--- src/rtl/signal_phase_ctrl_if.sv ---
`default_nettype none
// ============================================================================
//  Module   : signal_phase_ctrl_if
//  Brief    : Sensor input and lamp/phase outputs of the intersection sequencer
//  Revision : 1.0  initial release
// ============================================================================
interface signal_phase_ctrl_if;
    logic       b;
    logic       Ago;
    logic       Ayel;
    logic       Astop;
    logic       Bgo;
    logic       Byel;
    logic       Bstop;
    logic [2:0] phase;

    modport master (
        output b,
        input  Ago, Ayel, Astop, Bgo, Byel, Bstop, phase
    );

    modport slave (
        input  b,
        output Ago, Ayel, Astop, Bgo, Byel, Bstop, phase
    );
endinterface
`default_nettype wire

--- src/rtl/signal_phase_ctrl.sv ---
`default_nettype none
// ============================================================================
//  Module   : signal_phase_ctrl
//  Brief    : Two-road phase sequencer; A rests green, B served on sensor demand
//  Revision : 1.0  initial release
// ============================================================================
module signal_phase_ctrl #(
    parameter int MIN_GREEN_A = 8,
    parameter int GREEN_B     = 4,
    parameter int MAX_GREEN_B = 8,
    parameter int YELLOW      = 2,
    parameter int ALL_RED     = 1,
    parameter int TW          = 4
) (
    input  wire logic          clk,
    input  wire logic          rst,
    signal_phase_ctrl_if.slave bus
);

    typedef enum logic [2:0] {
        A_GRN = 3'd0,
        A_YEL = 3'd1,
        RED1  = 3'd2,
        B_GRN = 3'd3,
        B_YEL = 3'd4,
        RED2  = 3'd5
    } state_t;

    // Last timer value of each dwell: a dwell of N cycles exits at N-1
    localparam logic [TW-1:0] c_MIN_A_LAST = TW'(MIN_GREEN_A - 1);
    localparam logic [TW-1:0] c_GRN_B_LAST = TW'(GREEN_B - 1);
    localparam logic [TW-1:0] c_MAX_B_LAST = TW'(MAX_GREEN_B - 1);
    localparam logic [TW-1:0] c_YEL_LAST   = TW'(YELLOW - 1);
    localparam logic [TW-1:0] c_RED_LAST   = TW'(ALL_RED - 1);

    state_t          r_state;
    state_t          w_next;
    logic [TW-1:0]   r_timer;
    logic [TW-1:0]   w_timer_nxt;
    logic            r_pend;
    logic            w_pend_nxt;

    always_ff @(posedge clk) begin
        if (rst) begin
            r_state <= A_GRN;
            r_timer <= '0;
            r_pend  <= 1'b0;
        end else begin
            r_state <= w_next;
            r_timer <= w_timer_nxt;
            r_pend  <= w_pend_nxt;
        end
    end

    always_comb begin
        w_next = r_state;
        case (r_state)
            A_GRN: if (r_timer == c_MIN_A_LAST && (r_pend || bus.b)) w_next = A_YEL;
            A_YEL: if (r_timer == c_YEL_LAST) w_next = RED1;
            RED1:  if (r_timer == c_RED_LAST) w_next = B_GRN;
            B_GRN: if ((r_timer >= c_GRN_B_LAST && !bus.b) || r_timer == c_MAX_B_LAST)
                       w_next = B_YEL;
            B_YEL: if (r_timer == c_YEL_LAST) w_next = RED2;
            RED2:  if (r_timer == c_RED_LAST) w_next = A_GRN;
            default: w_next = A_GRN;
        endcase
    end

    // A_GRN parks at its minimum so a late request leaves immediately
    always_comb begin
        w_timer_nxt = r_timer + 1'b1;
        if (w_next != r_state) begin
            w_timer_nxt = '0;
        end else if (r_state == A_GRN && r_timer == c_MIN_A_LAST) begin
            w_timer_nxt = r_timer;
        end
    end

    // Entering B_GRN serves any latched demand, so clearing wins over setting
    always_comb begin
        w_pend_nxt = r_pend;
        if (w_next == B_GRN && r_state != B_GRN) begin
            w_pend_nxt = 1'b0;
        end else if (bus.b && r_state != B_GRN) begin
            w_pend_nxt = 1'b1;
        end
    end

    always_comb begin
        bus.Ago   = 1'b0;
        bus.Ayel  = 1'b0;
        bus.Astop = 1'b1;
        bus.Bgo   = 1'b0;
        bus.Byel  = 1'b0;
        bus.Bstop = 1'b1;
        bus.phase = r_state;
        case (r_state)
            A_GRN: begin bus.Ago  = 1'b1; bus.Astop = 1'b0; end
            A_YEL: begin bus.Ayel = 1'b1; bus.Astop = 1'b0; end
            B_GRN: begin bus.Bgo  = 1'b1; bus.Bstop = 1'b0; end
            B_YEL: begin bus.Byel = 1'b1; bus.Bstop = 1'b0; end
            default: ;
        endcase
    end

endmodule
`default_nettype wire

--- src/flat_wrapper.sv ---
// flat-port wrapper written by rule: the top's interface ports become plain ports
module signal_phase_ctrl_flat 
#(
    parameter int MIN_GREEN_A = 8,
    parameter int GREEN_B     = 4,
    parameter int MAX_GREEN_B = 8,
    parameter int YELLOW      = 2,
    parameter int ALL_RED     = 1,
    parameter int TW          = 4
)
  (clk, rst, bus_b, bus_Ago, bus_Ayel, bus_Astop, bus_Bgo, bus_Byel, bus_Bstop, bus_phase);
  signal_phase_ctrl_if bus_i ();
  input  wire logic clk;
  input  wire logic rst;
  input wire logic [$bits(bus_i.b)-1:0] bus_b;
  output wire logic [$bits(bus_i.Ago)-1:0] bus_Ago;
  output wire logic [$bits(bus_i.Ayel)-1:0] bus_Ayel;
  output wire logic [$bits(bus_i.Astop)-1:0] bus_Astop;
  output wire logic [$bits(bus_i.Bgo)-1:0] bus_Bgo;
  output wire logic [$bits(bus_i.Byel)-1:0] bus_Byel;
  output wire logic [$bits(bus_i.Bstop)-1:0] bus_Bstop;
  output wire logic [$bits(bus_i.phase)-1:0] bus_phase;
  assign bus_i.b = bus_b;
  assign bus_Ago = bus_i.Ago;
  assign bus_Ayel = bus_i.Ayel;
  assign bus_Astop = bus_i.Astop;
  assign bus_Bgo = bus_i.Bgo;
  assign bus_Byel = bus_i.Byel;
  assign bus_Bstop = bus_i.Bstop;
  assign bus_phase = bus_i.phase;
  signal_phase_ctrl #(.MIN_GREEN_A(MIN_GREEN_A), .GREEN_B(GREEN_B), .MAX_GREEN_B(MAX_GREEN_B), .YELLOW(YELLOW), .ALL_RED(ALL_RED), .TW(TW)) u_core (.clk(clk), .rst(rst), .bus(bus_i));
endmodule
--- config.mk ---
export PLATFORM = sky130hd
export DESIGN_NAME = signal_phase_ctrl_flat
export DESIGN_NICKNAME = d
export VERILOG_FILES = /design/src/rtl/signal_phase_ctrl_if.sv /design/src/rtl/signal_phase_ctrl.sv /design/src/flat_wrapper.sv
export SDC_FILE = /design/constraint.sdc
export NUM_CORES = 1
export LEC_CHECK = 0
export BUFFER_PORTS_ARGS = -buffer_cell sky130_fd_sc_hd__buf_2
export CAP_MARGIN = 40
export CORE_AREA = 4 4 41 43
export CTS_CLUSTER_SIZE = 25
export DETAILED_ROUTE_END_ITERATION = 7
export DIE_AREA = 0 0 45 47
export PLACE_DENSITY = 0.71
export SLEW_MARGIN = 30
export SYNTH_ARGS = -nofsm -noshare
export SYNTH_HDL_FRONTEND = slang
export SYNTH_SLANG_ARGS = --single-unit
--- constraint.sdc ---
create_clock -name clk -period 2.4 [get_ports clk]
set_clock_uncertainty 0.15 [all_clocks]
set_input_delay 0.36 -clock clk [delete_from_list [all_inputs] [get_ports clk]]
set_output_delay 0.36 -clock clk [all_outputs]
set_load 0.1 [all_outputs]
---- Word level (Yosys, flattened, before mapping) ----
Cells that the tools add are included.
storage, ports and cells
  register bits after elaboration ......... 8
cells by class
  add/sub/neg operators ................... 1
  magnitude comparators ................... 1
  equality and inequality tests ........... 10
  multiplexer cells ....................... 13
  reductions and logical operators ........ 14
operators with widths
  operator                                             count
  2-to-1 mux 3 bit                                     6
  case mux 3 bit (6 select lines)                      1
  equality test 3 x 2 -> 1 bit, second input constant  3
  OR reduction 2 bit                                   4
  equality test 3 bit, second input constant           2
  2-to-1 mux 1 bit                                     6
  logical AND 1 bit                                    5
  adder 4 x 1 -> 4 bit, second input constant          1
  equality test 4 x 1 -> 1 bit, second input constant  1
  equality test 4 x 3 -> 1 bit, second input constant  1
  >= comparator 4 x 2 -> 1 bit, second input constant  1
  logical NOT 4 bit                                    1
  equality test 3 x 1 -> 1 bit, second input constant  1
  logical NOT 3 bit                                    1
  != test 3 x 2 -> 1 bit, second input constant        1
  != test 3 bit                                        1
  logical OR 1 bit                                     2
  logical NOT 1 bit                                    1

---- Longest topological paths before layout ----
  depth after elaboration ................. 8
  gate-level depth with buffers ........... 7
  mapped depth without buffers ............ 7

---- Worst setup path after synthesis ----
Ideal clock, no wire load.
  path type ............................... register -> output
  start point ............................. reg u_core.r_state[2], in the netlist u_core.bus.phase[2]
  end point ............................... out bus_Bstop
  data arrival time ....................... 4.865 ns
  path slack .............................. -2.975 ns
  cell stages (with the launch flop) ...... 3
  path buffers ............................ 0
  cells stage by stage .................... dfxtp_1 nor3b_1 nor2_1
between the ends
  word-level cells in the longest chain between the ends .. 3
  elaborated cells between the ends (all ways) .. 4
ends and longest elaborated chain
  element                                                                     RTL line                 text
  from (decl)                                                                 signal_phase_ctrl.sv:36  state_t r_state;
  from (signal assigned)                                                      signal_phase_ctrl.sv:49  r_state <= w_next;
  equality test 3 x 2 -> 1 bit / equality test 3 bit (equally long branches)  signal_phase_ctrl.sv:97  case (r_state)
  OR reduction 2 bit (no line) *                                              -
  2-to-1 mux 1 bit *                                                          signal_phase_ctrl.sv:97
  to (decl)                                                                   flat_wrapper.sv:21       output wire logic [$bits(bus_i.Bstop)-1:0] bus_Bstop;
Every way passes the cells marked *; elsewhere a longest branch is shown, timed or not.

---- Worst setup path after layout ----
  start point ............................. reg u_core.r_state[1], in the netlist u_core.bus.phase[1]
  end point ............................... out bus_Ago
between the ends
  word-level cells in the longest chain between the ends .. 2
ends and longest elaborated chain
  element            RTL line                 text
  logical NOT 3 bit  signal_phase_ctrl.sv:97
  2-to-1 mux 1 bit   signal_phase_ctrl.sv:97
  to (decl)          flat_wrapper.sv:16       output wire logic [$bits(bus_i.Ago)-1:0] bus_Ago;
Every way passes these cells.

==> flow_summary.yaml <==
die:
  start_util_pct: 49.90
  ios: 12
  die_area_um2: 2115
  rows: 13
  core_um2: 1301
  die_w_um: 45
  die_y_um: 47
critical_path:
  start_kind: "flop"
  slowest_stage: "buf_2"
  crit_type: "flop to output port"
  worstPathMaxFanout: 14
  cp.required_ps: 1890
  arrival_ps: 1610
  end_kind: "output port"
  cp_cell_sequence: "nor2_1 -> inv_1 -> nor2_4 -> buf_2"
  cp_slowest_stage_delay_ps: 420
final_layout:
  fillers: 133
  nNetsFinal: 98
  mostFrequentLayoutCell: "buf_2"
  n_antenna_cell: 0
  final_cell_mix: "11 x buf_2, 7 x nor2_1, 7 x nand2_1"
  area_growth_pct: 18.69
  drive_above_1_share_pct: 34.07
  instances_no_fill: 106
flow_run:
  cap_viol_max_count: 0
timing:
  slew-limit-headroom_pct: 67.86
  min_period_over_period_pct: 88.25
  setup_violations: 0
  fin_crit_ps: 2118
  maxSlewViolCount: 0
  fmax_mhz: 472.1
  hold_viol_final: 0
  hold-worst-slack_ps: 168.3
  worst_pin_slew_ps: 485.4
  rsz0062_at_grt: "no"
synthesis:
  synth.distinct_cells: 35
  ys_seq_area_share_pct: 24.66
  syn_inst: 81
  synth_nets: 87
  synth-edff-count: 0
  ys_seq_elements: 8
  synth_area_per_cell_um2: 8.017
  synth-main-ff-cell: "dfxtp_1"
  netlist_area_um2: 649.4
  yosysWarnings: 0
  synthArstFlopShare_pct: 0
drt:
  firstDrtPassIters: 4
  drt_iter0_markers: 16
  wl_per_cell_um: 13.63
  drc_errors: 0
  ant_nets: 0
  routed_wl_um: 1445
  viasPerCell: 5.840
  num_vias: 619
global_route:
  antenna_found_initial: 0
  grtUsageTotal_pct: 16.07
  grt_overflow: 0
  grt_pass1_wl_um: 2442
  grt_max_degree: 22
  grt_pass1_vias: 525
clock_network:
  cts_made_buffers: 3
  clock_sinks: 8
  clk_latency_ps: 270
  cts_tree: "yes"
  clkTransAtPathRegs_ps: 70
  postCtsSetupBuffers: 0
  htreeDepth: 1
  clock_path_buffers: 2
  root_buffer: "clkbuf_4"
placement:
  place_inst: 102
  gp_congestion: 0.7558
  port_buffers: 11
  hpwl_um: 1070
worst_hold_path:
  hp-class: "input pin to flop"
pwr:
  power_w: 0.0003459
  power_density_nw_per_um2: 448.7
  peakVddDrop_v: 0.0002325
  power.leakage_nw: 0.3001
status:
  status: "completed"
-- area by class of cell --
| class | count | area [um^2] | area share, % |
|---|---|---|---|
| clock buffer | 4 | 26.28 | 3.409 |
| inverter | 4 | 18.77 | 2.435 |
| timing repair buffer | 11 | 55.05 | 7.143 |
| multi-input combinational | 64 | 480.5 | 62.34 |
| tap | 15 | 18.77 | 2.435 |
| sequential | 8 | 171.4 | 22.24 |
-- synth_stat cells, drive strengths merged, types with 2 or more instances --
cell type	count	area, um^2
o21ai	2	10.01
buf	4	32.53
nand3b	2	15.01
nor3b	3	22.52
inv	4	15.01
nand2b	3	18.77
xnor2	3	26.28
nand3	4	25.02
a31oi	2	12.51
a22oi	2	20.02
nand2	7	26.28
nor3	3	15.01
nor2b	2	12.51
or3b	2	20.02
dfxtp	8	160.2
and4bb	2	25.02
a221oi	2	17.52
a21oi	3	15.01
nor2	9	33.78
ha	3	37.54
-- critical path: cells and delay by family (launching register included) --
family / cells / cell delay [ps]
buf+inv: 2 / 560
simple gates: 2 / 380
flops: 1 / 400
-- repair_timing --
item                       in CTS  in global routing
setup endpoints to repair       0                  1
hold buffers                    0                  0
gates resized for setup         0                  1
-- power breakdown --
group | leakage, nW | switching (W) | internal (W)
logic | 0.217 | 0.0000388 | 0.0000363
registers | 0.0678 | 0.0000143 | 0.000138
clock network | 0.0150 | 0.0000544 | 0.0000640
total | 0.300 | 0.000108 | 0.000238
-- sequential cells by signal, summed over array words and instances (netlist names) --
register          flops
u_core.r_timer        4
u_core.bus.phase      3
u_core.r_pend         1
-- kinds of logic after synthesis --
| family | after synthesis | share of synthesized area (%) |
|---|---|---|
| AOI/OAI and AO/OA | 15 | 17.92 |
| xor gates and xnor gates | 3 | 4.047 |
| adders and majority gates | 3 | 5.781 |
| buffers and inverters | 9 | 7.898 |
| DFF | 8 | 24.66 |
| and+or+nand+nor | 43 | 39.69 |
-- final timing paths --
| check | depth (start not counted) | slack [ps] | endpoint | startpoint |
|---|---|---|---|---|
| max reg2reg | 7 | 290 | u_core.r_timer[2]$_SDFFE_PP0N_ | u_core.r_timer[0]$_SDFFE_PP0N_ |
| min reg2reg | 1 | 340 | u_core.bus.phase[1]$_SDFF_PP0_ | u_core.bus.phase[2]$_SDFF_PP0_ |
| min | 2 | 170 | u_core.bus.phase[2]$_SDFF_PP0_ | rst |
| max | 4 | 280 | bus_Ago | u_core.bus.phase[1]$_SDFF_PP0_ |
-- routing by layer --
layer | part of all wire (%) | wire, um | global-route usage [%] | vias up
li1 | - | - | - | 317
met1 | 50 | 725 | 22.88 | 286
met2 | 44 | 636 | 22.32 | 14
met3 | 4.8 | 69 | 4.598 | 2
met4 | 0.90 | 13 | 7.018 | 0
met5 | 0 | 0 | 0 | -
-- metrics by stage --
stage | cell area, um^2 | setup WS [ps] | util, % | TNS, ps
after floorplan | 714.4 | -118.1 | - | -311.3
after global placement | 739.5 | 296.4 | 56.83 | 0
after detailed placement | 739.5 | 227.1 | 56.83 | 0
after CTS | 765.7 | 206.8 | 58.85 | 0
after global routing | 770.7 | 122.3 | 59.23 | 0
final | 770.7 | 282.0 | 59.23 | 0
(Power assumes the default switching activity.)
